--- config.mk ---
export PLATFORM = sky130hd
export DESIGN_NAME = r3_triplet_align
export DESIGN_NICKNAME = d
export VERILOG_FILES = /design/src/rtl/fft_r3_pkg.sv /design/src/rtl/r3_seg_store.sv /design/src/rtl/r3_triplet_align.sv
export SDC_FILE = /design/constraint.sdc
export NUM_CORES = 1
export LEC_CHECK = 0
export CORE_ASPECT_RATIO = 0.9
export CORE_MARGIN = 2
export CORE_UTILIZATION = 57
export CTS_CLUSTER_SIZE = 30
export DETAILED_ROUTE_END_ITERATION = 12
export PLACE_DENSITY_LB_ADDON = 0.1
export RECOVER_POWER = 100
export SKIP_LAST_GASP = 1
export SLEW_MARGIN = 20
export SYNTH_ARGS = -nofsm -noshare
export SYNTH_HDL_FRONTEND = slang
export SYNTH_HIERARCHICAL = 1
export SYNTH_SLANG_ARGS = --single-unit
--- constraint.sdc ---
create_clock -name clk -period 13.7 [get_ports clk]
set_input_delay 2.055 -clock clk [delete_from_list [all_inputs] [get_ports clk]]
set_output_delay 2.055 -clock clk [all_outputs]
set_load 0.005 [all_outputs]
--- src/rtl/fft_r3_pkg.sv ---
// Shared types for the radix-3^2 FFT pipeline stages.
//   W_DEF  : default component width (IEEE-754 single, opaque bits)
//   cplx_t : packed {re, im} complex sample at the default width
//   seg_t  : input-reordering phase of a 3*D-sample block
package fft_r3_pkg;
  localparam int W_DEF = 32;

  typedef struct packed {
    logic [W_DEF-1:0] re;
    logic [W_DEF-1:0] im;
  } cplx_t;

  typedef enum logic [1:0] {
    FILL_A = 2'd0,
    FILL_B = 2'd1,
    EMIT   = 2'd2
  } seg_t;
endpackage

--- src/rtl/r3_seg_store.sv ---
// r3_seg_store: D-deep segment buffer holding one D-sample segment of a block.
//   clk    : rising-edge clock
//   we     : write enable
//   waddr  : write index
//   wdata  : {re, im} sample to store
//   raddr  : read index (asynchronous read)
//   rdata  : {re, im} sample at raddr
// Contents are intentionally not reset; every location is written before it is read.
module r3_seg_store #(
  parameter int W  = 32,
  parameter int D  = 3,
  parameter int IW = 2
) (
  input  logic          clk,
  input  logic          we,
  input  logic [IW-1:0] waddr,
  input  logic [2*W-1:0] wdata,
  input  logic [IW-1:0] raddr,
  output logic [2*W-1:0] rdata
);
  logic [2*W-1:0] mem [D];

  always_ff @(posedge clk) begin
    if (we) mem[waddr] <= wdata;
  end

  assign rdata = mem[raddr];
endmodule

--- src/rtl/r3_triplet_align.sv ---
// r3_triplet_align: input-reordering stage ahead of the radix-3 butterfly.
// Buffers segments A (x[0..D-1]) and B (x[D..2D-1]) of each 3*D block, then,
// while segment C streams in, emits {A[n], B[n], x[n+2D]} one triplet per input.
//   clk, rst_n            : clock, async active-low reset
//   in_valid/in_ready     : input handshake; in_re/in_im sample
//   out_valid/out_ready   : output handshake; x0_* = x[n], x1_* = x[n+D], x2_* = x[n+2D]
//   out_last              : only when R3_LAST_EN is defined; marks final triplet of a block
module r3_triplet_align
  import fft_r3_pkg::*;
#(
  parameter int W = W_DEF,
  parameter int D = 3
) (
  input  logic         clk,
  input  logic         rst_n,
  input  logic         in_valid,
  output logic         in_ready,
  input  logic [W-1:0] in_re,
  input  logic [W-1:0] in_im,
  output logic         out_valid,
  input  logic         out_ready,
  output logic [W-1:0] x0_re,
  output logic [W-1:0] x0_im,
  output logic [W-1:0] x1_re,
  output logic [W-1:0] x1_im,
  output logic [W-1:0] x2_re,
  output logic [W-1:0] x2_im
`ifdef R3_LAST_EN
  ,
  output logic         out_last
`endif
);
  localparam int            IW       = (D > 1) ? $clog2(D) : 1;
  localparam logic [IW-1:0] IDX_LAST = IW'(D - 1);

  seg_t          seg;
  logic [IW-1:0] idx;
  logic          in_fire, out_fire, idx_wrap;
  logic          we_a, we_b;
  logic [2*W-1:0] a_rd, b_rd, in_pk;

  // Single output register with no skid: in EMIT, input is taken only when the
  // register is empty or draining this cycle. FILL phases never touch it.
  assign in_ready = (seg != EMIT) | ~out_valid | out_ready;
  assign in_fire  = in_valid & in_ready;
  assign out_fire = out_valid & out_ready;
  assign idx_wrap = (idx == IDX_LAST);
  assign in_pk    = {in_re, in_im};

  // FILL_A of the next block may run while a triplet is held; it only rewrites
  // A locations whose triplets have already been captured in the output register.
  assign we_a = in_fire & (seg == FILL_A);
  assign we_b = in_fire & (seg == FILL_B);

  r3_seg_store #(.W(W), .D(D), .IW(IW)) u_seg_a (
    .clk(clk), .we(we_a), .waddr(idx), .wdata(in_pk), .raddr(idx), .rdata(a_rd)
  );

  r3_seg_store #(.W(W), .D(D), .IW(IW)) u_seg_b (
    .clk(clk), .we(we_b), .waddr(idx), .wdata(in_pk), .raddr(idx), .rdata(b_rd)
  );

  always_ff @(posedge clk or negedge rst_n) begin
    if (!rst_n) begin
      seg <= FILL_A;
      idx <= '0;
    end else if (in_fire) begin
      idx <= idx_wrap ? '0 : idx + IW'(1);
      if (idx_wrap) begin
        case (seg)
          FILL_A:  seg <= FILL_B;
          FILL_B:  seg <= EMIT;
          default: seg <= FILL_A;
        endcase
      end
    end
  end

  always_ff @(posedge clk or negedge rst_n) begin
    if (!rst_n) begin
      out_valid <= 1'b0;
      x0_re <= '0; x0_im <= '0;
      x1_re <= '0; x1_im <= '0;
      x2_re <= '0; x2_im <= '0;
`ifdef R3_LAST_EN
      out_last <= 1'b0;
`endif
    end else if (in_fire && seg == EMIT) begin
      // Reload wins over drain: a same-cycle output transfer keeps out_valid high.
      out_valid <= 1'b1;
      {x0_re, x0_im} <= a_rd;
      {x1_re, x1_im} <= b_rd;
      {x2_re, x2_im} <= in_pk;
`ifdef R3_LAST_EN
      out_last <= idx_wrap;
`endif
    end else if (out_fire) begin
      out_valid <= 1'b0;
    end
  end
endmodule

; ---- After elaboration in Yosys (flattened, before gate mapping)
; Memories as Yosys holds them, arrays and structs flattened. A register that Yosys moved wholly into a read port is not among the register bits.
; Index checks and enable logic that the tools add are counted.
[totals]
regBits = 69
ram_bits = 384
input_bits = 68
out_inout_bits = 194
word_cells = 33
memories = 2
[classes]
add_sub_neg = 1
n_eq_ne = 4
mux = 8
n_bitwise = 7
n_reduce_logical = 6
[mem_list]
columns = name, depth, word_bits, rd, rd_ports_with_merged_regs, wr, line_no
row1 = u_seg_a.mem, 3, 64, 1, 1, 1, r3_seg_store.sv:21  ; logic [2*W-1:0] mem [D];
row2 = u_seg_b.mem, 3, 64, 1, 1, 1, r3_seg_store.sv:21
[ops]
columns = operator, count
row1 = two-way mux 1 bit, 6
row2 = AND 1 bit, 4
row3 = "equality test 2 bit, second input constant", 2
row4 = case mux 2 bit (2 select lines), 1
row5 = "adder 2 x 1 -> 2 bit, second input constant", 1
row6 = "equality test 2 x 1 -> 1 bit, second input constant", 1
row7 = logical NOT 1 bit, 2
row8 = logical NOT 2 bit, 1
row9 = two-way mux 2 bit, 1
row10 = "!= test 2 bit, second input constant", 1
row11 = OR 1 bit, 2
row12 = AND reduction 2 bit, 1
row13 = nonzero test 2 bit, 1
row14 = logical AND 1 bit, 1
row15 = inverter 1 bit, 1

; ---- Logic depth before layout (Yosys ltp)
[logic_depth]
depth_word = 7
mapped_depth = 5
mapped_depth_nobuf = 4

; ---- Cells and area by module
; Netlist, hierarchy kept.
[by_module_without_submodules]
columns = module, n_inst, cells_per_inst, area_each_um2, seq_area_each_um2
row1 = r3_seg_store, 2, 408, 7155.6, 5765.5
row2 = r3_triplet_align, 1, 428, 7425.9, 4929.7

; ---- Worst setup path after synthesis
; OpenSTA, ideal clock, no wires.
[synth_path]
kind = input to register
startpoint = in in_valid
endpoint = mem u_seg_a/mem[0][0] (netlist name), enable pin
setup_ns = 0.578
arrival_ns = 6.992
t_required_ns = 13.122
path_slack_ns = 6.130
stages = 2
n_path_buf = 0
path_cell_list = nor3b_1 > nor3b_1
[synth_between]
elab_chain_len = 4
[synth_rtl]
columns = element, line_no
row1 = "start, declared", r3_triplet_align.sv:16  ; input logic in_valid,
row2 = AND 1 bit, r3_triplet_align.sv:45  ; assign in_fire = in_valid & in_ready;
row3 = AND 1 bit, r3_triplet_align.sv:52  ; assign we_a = in_fire & (seg == FILL_A);
row4 = two-way mux 1 bit, r3_seg_store.sv:24  ; if (we) mem[waddr] <= wdata;
row5 = two-way mux 1 bit (not written as such), r3_seg_store.sv:24
row6 = "end, declared", r3_seg_store.sv:21
; Every way passes these cells.

==> results by group <==
Logic synthesis
  – Post-synth EDFFs: around 380
  – Syn avg cell area: around 17 um^2
  – Yosys top cell area share: 53.0%
  – Synthesized net count: between 1000 and 1500
  – Synth Flop Type: edfxtp_1
  – Top post-synthesis cells by count: edfxtp_1, dfrtp_1, mux2_1
  – Ys async rst share: 33.9%
  – Mapped Cells: 1244
  – Yosys top cell by area: edfxtp_1
  – Synth top area cells: edfxtp_1, dfrtp_1, mux2_1, mux2i_1, o21ai_1
  – Seq/Total Area, Yosys: 75.7%
  – Yosys reg bits: 581
  – Synth unique cells: 25
  – Area of the mapped netlist: 0.0217 mm^2
  – Most frequent cell after synthesis: edfxtp_1
  – Yosys Warn Count: 6

Critical path
  – R2R Path End: x0_im[4]$_DFFE_PN0P_
  – Critical Path Start Type: input port
  – CP Capture Type: asynchronous set/reset pin
  – CP Class: in -> async
  – Worst EP arrival: between 7000 and 8000 ps
  – FF-to-FF setup slack: 8070 ps
  – R2R Path Start: seg[0]$_DFFE_PN0P_
  – Reg2Reg Depth: 5
  – Worst-path fanout max: 69
  – Data required, critical path: 13750 ps

Floorplanning
  – Io pins: 262
  – Row cnt: 67
  – Initial Utilization: 58.1%
  – Die height: about 190 um
  – Die area: a little under 0.04 mm^2
  – Die width: 210 um
  – Total core area: between 0.03 and 0.04 mm^2

Worst hold path
  – Worst Hold Depth: 1
  – Hold wc startpoint: x0_im[25]$_DFFE_PN0P_
  – Hold Crit Class: reg -> reg
  – Worst hold endpoint: x0_im[25]$_DFFE_PN0P_

Routing
  – Total wire length: 41.6 mm
  – Antenna Violating Nets Remaining: 0
  – Routed wire per std cell: 20.3 um
  – DR vias/cell: 5.49
  – Vias after detailed routing: 11200
  – DR iter-0 viols: 666
  – 1st-pass router iterations: 5
  – # DRC: 0

STA
  – Tcrit/Tclk final: 57.4%
  – Unrepaired setup endpoints after global routing: false
  – Fmax: between 0.1 and 0.15 GHz
  – Rel. slew slack: -189%
  – TNS Setup: 0 ps
  – Fin. Hold Viols: 0
  – Clock skew: 11.6 ps
  – Final Max Tran Viols: 709
  – Worst-Margin Slew: 4330 ps
  – Setup ws final: 5840 ps
  – Setup Viol. Count Final: 0
  – Post-layout min period: approximately 8000 ps

Placement
  – Placement Setup Slack: 8300 ps
  – HPWL Detailed: 23.4 mm
  – Placed insts: 1943
  – Routability Congestion: around 0.71
  – Placed inst area: around 0.025 mm^2
  – Port Buf Inserts: 261

Clock network
  – CTS tree: yes
  – Hold_buf cts: 0
  – H-tree levels: 2
  – Clock transition at path regs: ~60 ps
  – Post-CTS resize count: 0
  – Setup Fix Bufs, Post-CTS: 0
  – Clock Path Buffers: 3
  – Clk Latency, worst-skew pair: between 500 and 600 ps
  – CTS Sinks: between 500 and 600
  – CTS root buf: clkbuf_16
  – CTS Buf Count: 56

Final layout
  – End-of-flow core utilization: 70.4%
  – Design area: 0.0263 mm^2
  – Net count, final: 1587
  – Share of layout cells above drive strength 1: 7.67%
  – P&R area growth vs syn: 21.1%
  – Filler cell count: 2490
  – Post-route insts no fill: 2048

GRT
  – Largest net degree at the start of global routing: slightly above 100
  – Initial antenna violation count: 1
  – GRT Total Usage: between 20 and 25%
  – Grt ovf: 0
  – Vias in the first global route: 11500
  – Global-route wire length before repair: 65.3 mm

Outcome
  – Failing checks: max-capacitance violations, max-slew violations
  – Status: finished with violations

Flow run
  – Max-cap violations: 15

Pwr
  – Static leakage: roughly 0.01 uW
  – Pwr Density: 213 mW/mm^2
  – Peak supply drop: 0.000126 V
## flip-flops by register name, indices dropped and copies added (netlist names), 2 cells and up
signal	flops
u_seg_a/mem	192
u_seg_b/mem	192
x0_im	32
x0_re	32
x1_im	32
x1_re	32
x2_im	32
x2_re	32
idx	2
seg	2
## per-stage QoR
step	hold WS [ps]	power (uW)
finish	480	5620
global route	493	5930
CTS	493	5810
detailed placement	480	4290
global placement	473	4240
floorplan	489	3450
## critical path: stages
cell and delay [ps]:
clkbuf_1 2610, clkbuf_1 1070, clkbuf_1 2090
## logic make-up after synthesis
logic type / Yosys count / share of synthesized area (%)
DFF: 581 / 75.7
muxes: 322 / 15.9
and+or+nand+nor: 145 / 2.75
AOI/OAI and AO/OA: 131 / 3.04
buffers and inverters: 65 / 2.54
## cells in the final DEF (no fill, tap or decap), drive strengths merged
master	count
o21ai	129
mux2i	128
nor2	1
nand3b	1
bufinv	3
nor4bb	1
nand2	130
inv	2
nor3b	4
nor3	1
o31ai	1
clkinv	19
clkinvlp	2
mux2	194
nand4	1
nor2b	1
buf	4
clkbuf	95
and3b	4
edfxtp	384
nand2b	1
dlygate4sd3	260
diode	1
a21o	1
dfrtp	197
## power breakdown
| group | internal [uW] | leakage (uW) | switching, uW | total (uW) |
|---|---|---|---|---|
| registers | 2350 | 0.00587 | 236 | 2590 |
| clock network | 880 | 0.000908 | 616 | 1500 |
| logic | 804 | 0.00322 | 730 | 1530 |
## worst max-delay path by stage
| stage | startpoint | to | slack [ps] |
|---|---|---|---|
| 2_1_floorplan | in_valid | u_seg_a/mem[0][0]$_DFFE_PP_ | 6130 |
| 5_1_grt | rst_n | x1_re[15]$_DFFE_PN0P_ | 4380 |
| 3_3_place_gp | out_ready | in_ready | 8280 |
| 4_1_cts | out_ready | in_ready | 8290 |
| 6_report | rst_n | x1_re[27]$_DFFE_PN0P_ | 5840 |
| 3_5_place_dp | out_ready | in_ready | 8300 |
## final cells by class
cell class | instances | area, um^2 | area share [%]
flip-flops and latches | 581 | 16500 | 62.6
multi-input cells | 598 | 4720 | 17.9
repair buffers | 280 | 2690 | 10.2
clock buffers | 79 | 1630 | 6.19
well taps | 483 | 604 | 2.30
clock inverters | 24 | 195 | 0.741
inverters | 2 | 7.51 | 0.0285
diodes | 1 | 2.50 | 0.00951
## routing by layer
metal  global-route usage (%)  share of wire, %
met1                     28.2                42
met2                     36.8                50
met3                     4.61               5.8
met4                     5.62               2.0
met5                        0                 0
Power figures use the tool's default switching activity.
